## src/rtl/complement_pipe.sv

```systemverilog
// complement_pipe: N-lane sign/magnitude <-> two's-complement converter.
// Two register stages (S1 capture, S2 convert/output) with valid/ready flow
// control. mode=0 converts SM->TC, mode=1 converts TC->SM; each lane has a
// sign-flip input. Optional macro COMPLEMENT_SAT_CNT_EN adds a saturating
// 16-bit counter of saturated lanes in accepted output beats.
module complement_pipe #(
    parameter int LANES      = 4,
    parameter int sigWidth   = 4,
    parameter int low_expand = 2,
    localparam int W         = sigWidth + 4 + low_expand
) (
    input  logic                 clk,
    input  logic                 rst_n,
    input  logic                 in_valid,
    output logic                 in_ready,
    input  logic                 mode,
    input  logic [LANES-1:0]     sign,
    input  logic [W*LANES-1:0]   input_num,
    output logic                 out_valid,
    input  logic                 out_ready,
    output logic [W*LANES-1:0]   result_num,
    output logic [LANES-1:0]     sat
`ifdef COMPLEMENT_SAT_CNT_EN
    ,
    output logic [15:0]          sat_cnt
`endif
);

    // Per-lane conversion; returns {sat, result}.
    function automatic logic [W:0] convert_lane(
        input logic         md,
        input logic         neg,
        input logic         zero,
        input logic [W-1:0] v
    );
        logic [W-2:0] neg_m;
        logic [W-1:0] mag;
        logic [W:0]   r;
        neg_m = ~v[W-2:0] + {{(W-2){1'b0}}, 1'b1};
        mag   = v[W-1] ? (~v + {{(W-1){1'b0}}, 1'b1}) : v;
        r     = {(W+1){1'b0}};
        if (zero) begin
            // Negative zero and true zero both map to all zeros.
            r = {(W+1){1'b0}};
        end else if (!md) begin
            if (neg) begin
                r = {1'b0, 1'b1, neg_m};
            end else begin
                r = {1'b0, 1'b0, v[W-2:0]};
            end
        end else begin
            if (v[W-1] && (v[W-2:0] == {(W-1){1'b0}})) begin
                // Most negative value has no SM magnitude: clamp and flag.
                r = {1'b1, neg, {(W-1){1'b1}}};
            end else begin
                r = {1'b0, neg, mag[W-2:0]};
            end
        end
        return r;
    endfunction

    logic                 s1_valid_r;
    logic                 s1_mode_r;
    logic [W*LANES-1:0]   s1_data_r;
    logic [LANES-1:0]     s1_neg_r;
    logic [LANES-1:0]     s1_zero_r;

    logic                 s2_adv_s;
    logic                 s1_adv_s;
    logic [LANES-1:0]     s1_neg_s;
    logic [LANES-1:0]     s1_zero_s;
    logic [W*LANES-1:0]   s2_res_s;
    logic [LANES-1:0]     s2_sat_s;

    // Stage advance conditions; in_ready follows out_ready combinationally.
    always_comb begin
        s2_adv_s = !out_valid || out_ready;
        s1_adv_s = !s1_valid_r || s2_adv_s;
        in_ready = s1_adv_s;
    end

    // S1 per-lane effective sign and zero-magnitude detection (no arithmetic).
    always_comb begin
        s1_neg_s  = {LANES{1'b0}};
        s1_zero_s = {LANES{1'b0}};
        for (int i = 0; i < LANES; i++) begin
            s1_neg_s[i] = sign[i] ^ input_num[W*i + W-1];
            if (mode) begin
                s1_zero_s[i] = (input_num[W*i +: W] == {W{1'b0}});
            end else begin
                s1_zero_s[i] = (input_num[W*i +: (W-1)] == {(W-1){1'b0}});
            end
        end
    end

    // S1 capture register.
    always_ff @(posedge clk or negedge rst_n) begin
        if (!rst_n) begin
            s1_valid_r <= 1'b0;
            s1_mode_r  <= 1'b0;
            s1_data_r  <= {(W*LANES){1'b0}};
            s1_neg_r   <= {LANES{1'b0}};
            s1_zero_r  <= {LANES{1'b0}};
        end else if (s1_adv_s) begin
            s1_valid_r <= in_valid;
            if (in_valid) begin
                s1_mode_r <= mode;
                s1_data_r <= input_num;
                s1_neg_r  <= s1_neg_s;
                s1_zero_r <= s1_zero_s;
            end
        end
    end

    // S2 conversion of every lane from the S1 contents.
    always_comb begin
        logic [W:0] lane_r;
        s2_res_s = {(W*LANES){1'b0}};
        s2_sat_s = {LANES{1'b0}};
        for (int i = 0; i < LANES; i++) begin
            lane_r = convert_lane(s1_mode_r, s1_neg_r[i], s1_zero_r[i],
                                  s1_data_r[W*i +: W]);
            s2_res_s[W*i +: W] = lane_r[W-1:0];
            s2_sat_s[i]        = lane_r[W];
        end
    end

    // S2 output register; holds while downstream stalls.
    always_ff @(posedge clk or negedge rst_n) begin
        if (!rst_n) begin
            out_valid  <= 1'b0;
            result_num <= {(W*LANES){1'b0}};
            sat        <= {LANES{1'b0}};
        end else if (s2_adv_s) begin
            out_valid <= s1_valid_r;
            if (s1_valid_r) begin
                result_num <= s2_res_s;
                sat        <= s2_sat_s;
            end
        end
    end

`ifdef COMPLEMENT_SAT_CNT_EN
    // Number of set flags in a lane vector.
    function automatic logic [16:0] popcount(input logic [LANES-1:0] f);
        logic [16:0] c;
        c = 17'd0;
        for (int i = 0; i < LANES; i++) begin
            c = c + {16'd0, f[i]};
        end
        return c;
    endfunction

    logic [16:0] sat_sum_s;

    // Candidate counter value before clamping.
    always_comb begin
        sat_sum_s = {1'b0, sat_cnt} + popcount(sat);
    end

    // Saturating count of flagged lanes in accepted output beats.
    always_ff @(posedge clk or negedge rst_n) begin
        if (!rst_n) begin
            sat_cnt <= 16'd0;
        end else if (out_valid && out_ready) begin
            sat_cnt <= sat_sum_s[16] ? 16'hFFFF : sat_sum_s[15:0];
        end
    end
`else
`endif

endmodule

```

## config.mk

```make
export PLATFORM = sky130hd
export DESIGN_NAME = complement_pipe
export DESIGN_NICKNAME = d
export VERILOG_FILES = /design/src/rtl/complement_pipe.sv
export SDC_FILE = /design/constraint.sdc
export NUM_CORES = 1
export LEC_CHECK = 0
export CAP_MARGIN = 20
export CELL_PAD_IN_SITES_DETAIL_PLACEMENT = 1
export CELL_PAD_IN_SITES_GLOBAL_PLACEMENT = 2
export CORE_MARGIN = 8
export CORE_UTILIZATION = 40
export DETAILED_ROUTE_END_ITERATION = 16
export DONT_BUFFER_PORTS = 1
export GPL_ROUTABILITY_DRIVEN = 0
export PLACE_DENSITY_LB_ADDON = 0.12
export SYNTH_ARGS = -nofsm -noshare
export SYNTH_HDL_FRONTEND = slang
export SYNTH_SLANG_ARGS = --single-unit
export TNS_END_PERCENT = 30
```

## constraint.sdc

```tcl
create_clock -name clk -period 2.9 [get_ports clk]
set_input_delay 0.58 -clock clk [delete_from_list [all_inputs] [get_ports clk]]
set_output_delay 0.58 -clock clk [all_outputs]
set_load 0.005 [all_outputs]
```

==> results.md <==
- Overall power consumption after layout is estimated at 3.97 mW.
- The cell count after synthesis came out at 499.
- The floorplan step defined a die boundary enclosing 16400 um2.
- The netlist uses 56 different library cells.
- The repair_antennas step left the layout with diodes totalling 0.
- In this run, the number of DRC markers left after iteration 0 of detailed routing was 146.
- In this run the horizontal extent of the chip is 128 um.
- The most used flip-flop cell after synthesis is sky130_fd_sc_hd__dfrtp_1.
- The number of buffers added for setup after CTS is 0.
- The most common library cell in the layout ignoring fill and taps is sky130_fd_sc_hd__dfrtp_1.
- The final layout contains 551 nets.
- The starting density of the core is 0.404.
- STA puts the critical path data arrival time at 2830 ps.
- A synthesized cell averages 10.1 um2.
- Of the total power, registers draw 0.479.
- The utilization of the core after routing is 0.446.
- The headroom to the max-slew limit is 0.456.
- Yosys printed 0 warnings.
- TritonCTS created 9 clock buffers.
- The H-tree was split into 3 levels.
- The final critical-path required period is 2540 ps.
- The detailed-router iteration count before antenna repair is 4.
- By area the synthesized netlist is led by sky130_fd_sc_hd__dfrtp_1 (47%), sky130_fd_sc_hd__mux2_2 (9.2%), sky130_fd_sc_hd__nand2_1 (4.3%), sky130_fd_sc_hd__o21ai_0 (2.7%), sky130_fd_sc_hd__ha_1 (2.0%).
- The share of total power dissipated in the clock network is 0.324.
- The aggregate negative setup slack is 0 ps.
- The switching component of the power is 1.26 mW.
- The I/O pin count is 95.
- The area of all placed cells without fillers is 5550 um2.
- The core area is 12500 um2.
- The final global-route overflow total is 0.
- The final setup skew is 8.67 ps.
- The startpoint of the most critical register-to-register path is s1_data_r[31]$_DFFE_PN0P_.
- Yosys mapped a number of flops with a built-in enable equal to 0.
- The worst slack at placement is 237 ps.
- Clock-pin slew was measured on the worst setup and hold paths at 70 ps.
- After synthesis, the share of flip-flops with an asynchronous set or reset is 1.00.
- The final-layout worst hold slack is 151 ps.
- The leakage power is 2.28 nW.
- The mean routed wirelength per cell is 20.5 um.
- From bottom edge to top edge, the die measures 128 um.
- The post-route non-filler standard cell count is 671.
- The fraction of layout cells with a size suffix above 1 is 0.154.
- The initial antenna violation count is 0.
- The critical path in this run is classified as flip-flop to flip-flop.
- The worst path meets setup with 356 ps of slack.
- The largest total area in the synthesized netlist belongs to sky130_fd_sc_hd__dfrtp_1.
- Entering global routing, the biggest net connects 96 pins.
- The HPWL after detailed placement is 10100 um.
- The maximum clock insertion buffer count is 2.
- The proportion of power drawn by combinational gates is 0.197.
- The cell area reported after detailed placement is 5210 um2.
- The worst-case IR drop observed on VDD is 0.329 mV.
- Clock latency on the worst-skew pair, taken at its later pin, is 350 ps.
- The number of global-route vias before repair came to 4136.
- The flip-flop and latch count after synthesis is 95.
- The max-slew violation total from the final report is 0.
- The internal power of the cells totals 2.71 mW.
- The actual transition at the worst max-transition pin is 809 ps.
- In the layout the commonest cells are sky130_fd_sc_hd__dfrtp_1 (95), sky130_fd_sc_hd__nand2_1 (55), sky130_fd_sc_hd__mux2_2 (41).
- STA classifies the critical path endpoint as a flip-flop.
- The combined area of all synthesized cells is 5030 um2.
- For this run, design rule violations remaining after detail routing come to 0.
- The final number of hold-violating endpoints is 0.
- The number of instances in the placed design is 654.
- The run finished with clean final reports.
- Synthesis produced a netlist with a net count of 556.
- The area added between synthesis and finish is 10.4%.
- Summing over every cut layer, the via total after detailed routing is 3835.
- The cell chosen for the clock root is sky130_fd_sc_hd__clkbuf_16.
- The detail-routed via count per cell is 5.72.
- The number of buffers inserted by port buffering is 0.
- The data required time of the worst path is 3180 ps.
- The first global-routing pass estimated 22500 um of wire.
- The detailed-route wire length is 13800 um.
- The tree built by TritonCTS fans out to 95 sinks.
- The share of the cycle needed by the critical path after routing is 0.877.
- The maximum net fanout on the critical path is 6.
- The overall track demand over capacity in global routing is 0.175.
- The number of max-capacitance violations reported is 0.
- Power spread over the standard cell area amounts to 715 nW/um2.
- The register area share after synthesis is 0.472.
- The type of the worst min-delay path is primary input to asynchronous set/reset pin.
- The number of setup violations in the final report is 0.
- The top-area cell type share of the netlist area is 0.472.
- The cell row count is 41.
- The CTS tree is yes.
- STA classifies the critical path startpoint as a flip-flop.
- The source of the critical timing path is s1_data_r[31]$_DFFE_PN0P_.
- The number of inserted filler cells in the final layout is 1419.
- Setup repair after global routing left no endpoint under its margin.
- Once detail routing completed, the nets flagged for antenna violations numbered 0.
- The highest achievable clock rate is 0.393 GHz.
- Of the total power, the share spent switching nets is 0.318.
## Yosys cell counts (all sizes together) (2+ instances only)
| master | instances |
|---|---|
| a2111o | 2 |
| a2111oi | 4 |
| a211oi | 6 |
| a21o | 5 |
| a21oi | 18 |
| a22o | 7 |
| a31oi | 7 |
| a32o | 4 |
| a32oi | 2 |
| a41oi | 2 |
| and3b | 3 |
| buf | 19 |
| clkbuf | 8 |
| dfrtp | 95 |
| ha | 8 |
| inv | 19 |
| mux2 | 41 |
| mux2i | 8 |
| nand2 | 57 |
| nand2b | 14 |
| nand3 | 19 |
| nand3b | 4 |
| nor2 | 23 |
| nor2b | 7 |
| nor3 | 17 |
| nor3b | 5 |
| nor4 | 5 |
| o211ai | 9 |
| o21ai | 28 |
| o21bai | 2 |
| o221ai | 6 |
| o22ai | 3 |
| o31ai | 10 |
| o41ai | 5 |
| or3 | 4 |
| or3b | 2 |
| xnor2 | 9 |
## worst max-delay path: stages (launching register included)
cell                       delay [ps]
sky130_fd_sc_hd__dfrtp_1          430
sky130_fd_sc_hd__inv_1             80
sky130_fd_sc_hd__ha_1             200
sky130_fd_sc_hd__nor3b_2          290
sky130_fd_sc_hd__nand2_1          110
sky130_fd_sc_hd__nor3_1           180
sky130_fd_sc_hd__ha_1             240
sky130_fd_sc_hd__and3b_1          210
sky130_fd_sc_hd__or2_1            250
sky130_fd_sc_hd__a2111o_1         410
sky130_fd_sc_hd__nand3_1           80
## state kept, by name (all words and copies together), names as in the netlist
| signal | cells |
|---|---|
| s1_data_r | 40 |
| result_num | 40 |
| out_valid | 1 |
| s1_neg_r | 4 |
| s1_valid_r | 1 |
| s1_mode_r | 1 |
| sat | 4 |
| s1_zero_r | 4 |
## layer usage
layer / part of all wire / routed length [um] / track usage / vias to the layer above
met3: 0.060 / 831 / 0.0478 / 14
met4: 0.015 / 208 / 0.0678 / 0
met1: 0.43 / 5940 / 0.208 / 1929
li1: - / - / - / 1818
met5: 0 / 0 / 0 / -
met2: 0.49 / 6780 / 0.296 / 74
## cell families (layout without fill, tap and decap cells)
logic type      Yosys count  in the layout  share of synthesized area
compound gates          127            127                      0.176
xor+xnor                  9              9                     0.0157
fa+ha+maj                 8              8                     0.0199
buf+inv                  46             46                     0.0405
flops                    95             95                      0.472
mux                      49             49                      0.108
simple gates            165            165                      0.168
## cell type report
| type | instances | area, um2 | share of cell area |
|---|---|---|---|
| well taps | 172 | 215 | 0.0387 |
| clock buffers | 10 | 229 | 0.0412 |
| repair buffers | 11 | 115 | 0.0207 |
| multi-input cells | 358 | 2460 | 0.443 |
| inverters | 19 | 71.3 | 0.0128 |
| clock inverters | 6 | 85.1 | 0.0153 |
| flip-flops and latches | 95 | 2380 | 0.428 |
## worst paths after layout
path / end / slack, ps / cells after the start
min reg2reg: result_num[9]$_DFFE_PN0P_ / 510 / 2
min: result_num[14]$_DFFE_PN0P_ / 150 / 1
max reg2reg: result_num[32]$_DFFE_PN0P_ / 360 / 10
min in group clk: s1_valid_r$_DFFE_PN0N_ / 350 / 1
max: result_num[32]$_DFFE_PN0P_ / 360 / 10
max in group asynchronous: result_num[28]$_DFFE_PN0P_ / 2370 / 1
## power by group through the flow
stage                     clock [mW]  combinational [mW]  sequential, mW
after CTS                       1.32               0.794            1.91
after detailed placement           0               0.755            1.94
after floorplan                    0               0.653            1.78
after global placement             0               0.736            1.93
after global routing            1.37               0.897            1.95
final                           1.29               0.782            1.90
## repair_timing
| action | in CTS | in global routing |
|---|---|---|
| endpoints found under the hold margin | 95 | 0 |
| hold buffers | 1 | 0 |
| endpoints found under the setup margin | 0 | 1 |
| resized for setup | 0 | 1 |
Note: power is estimated with default switching activity, not from simulation.
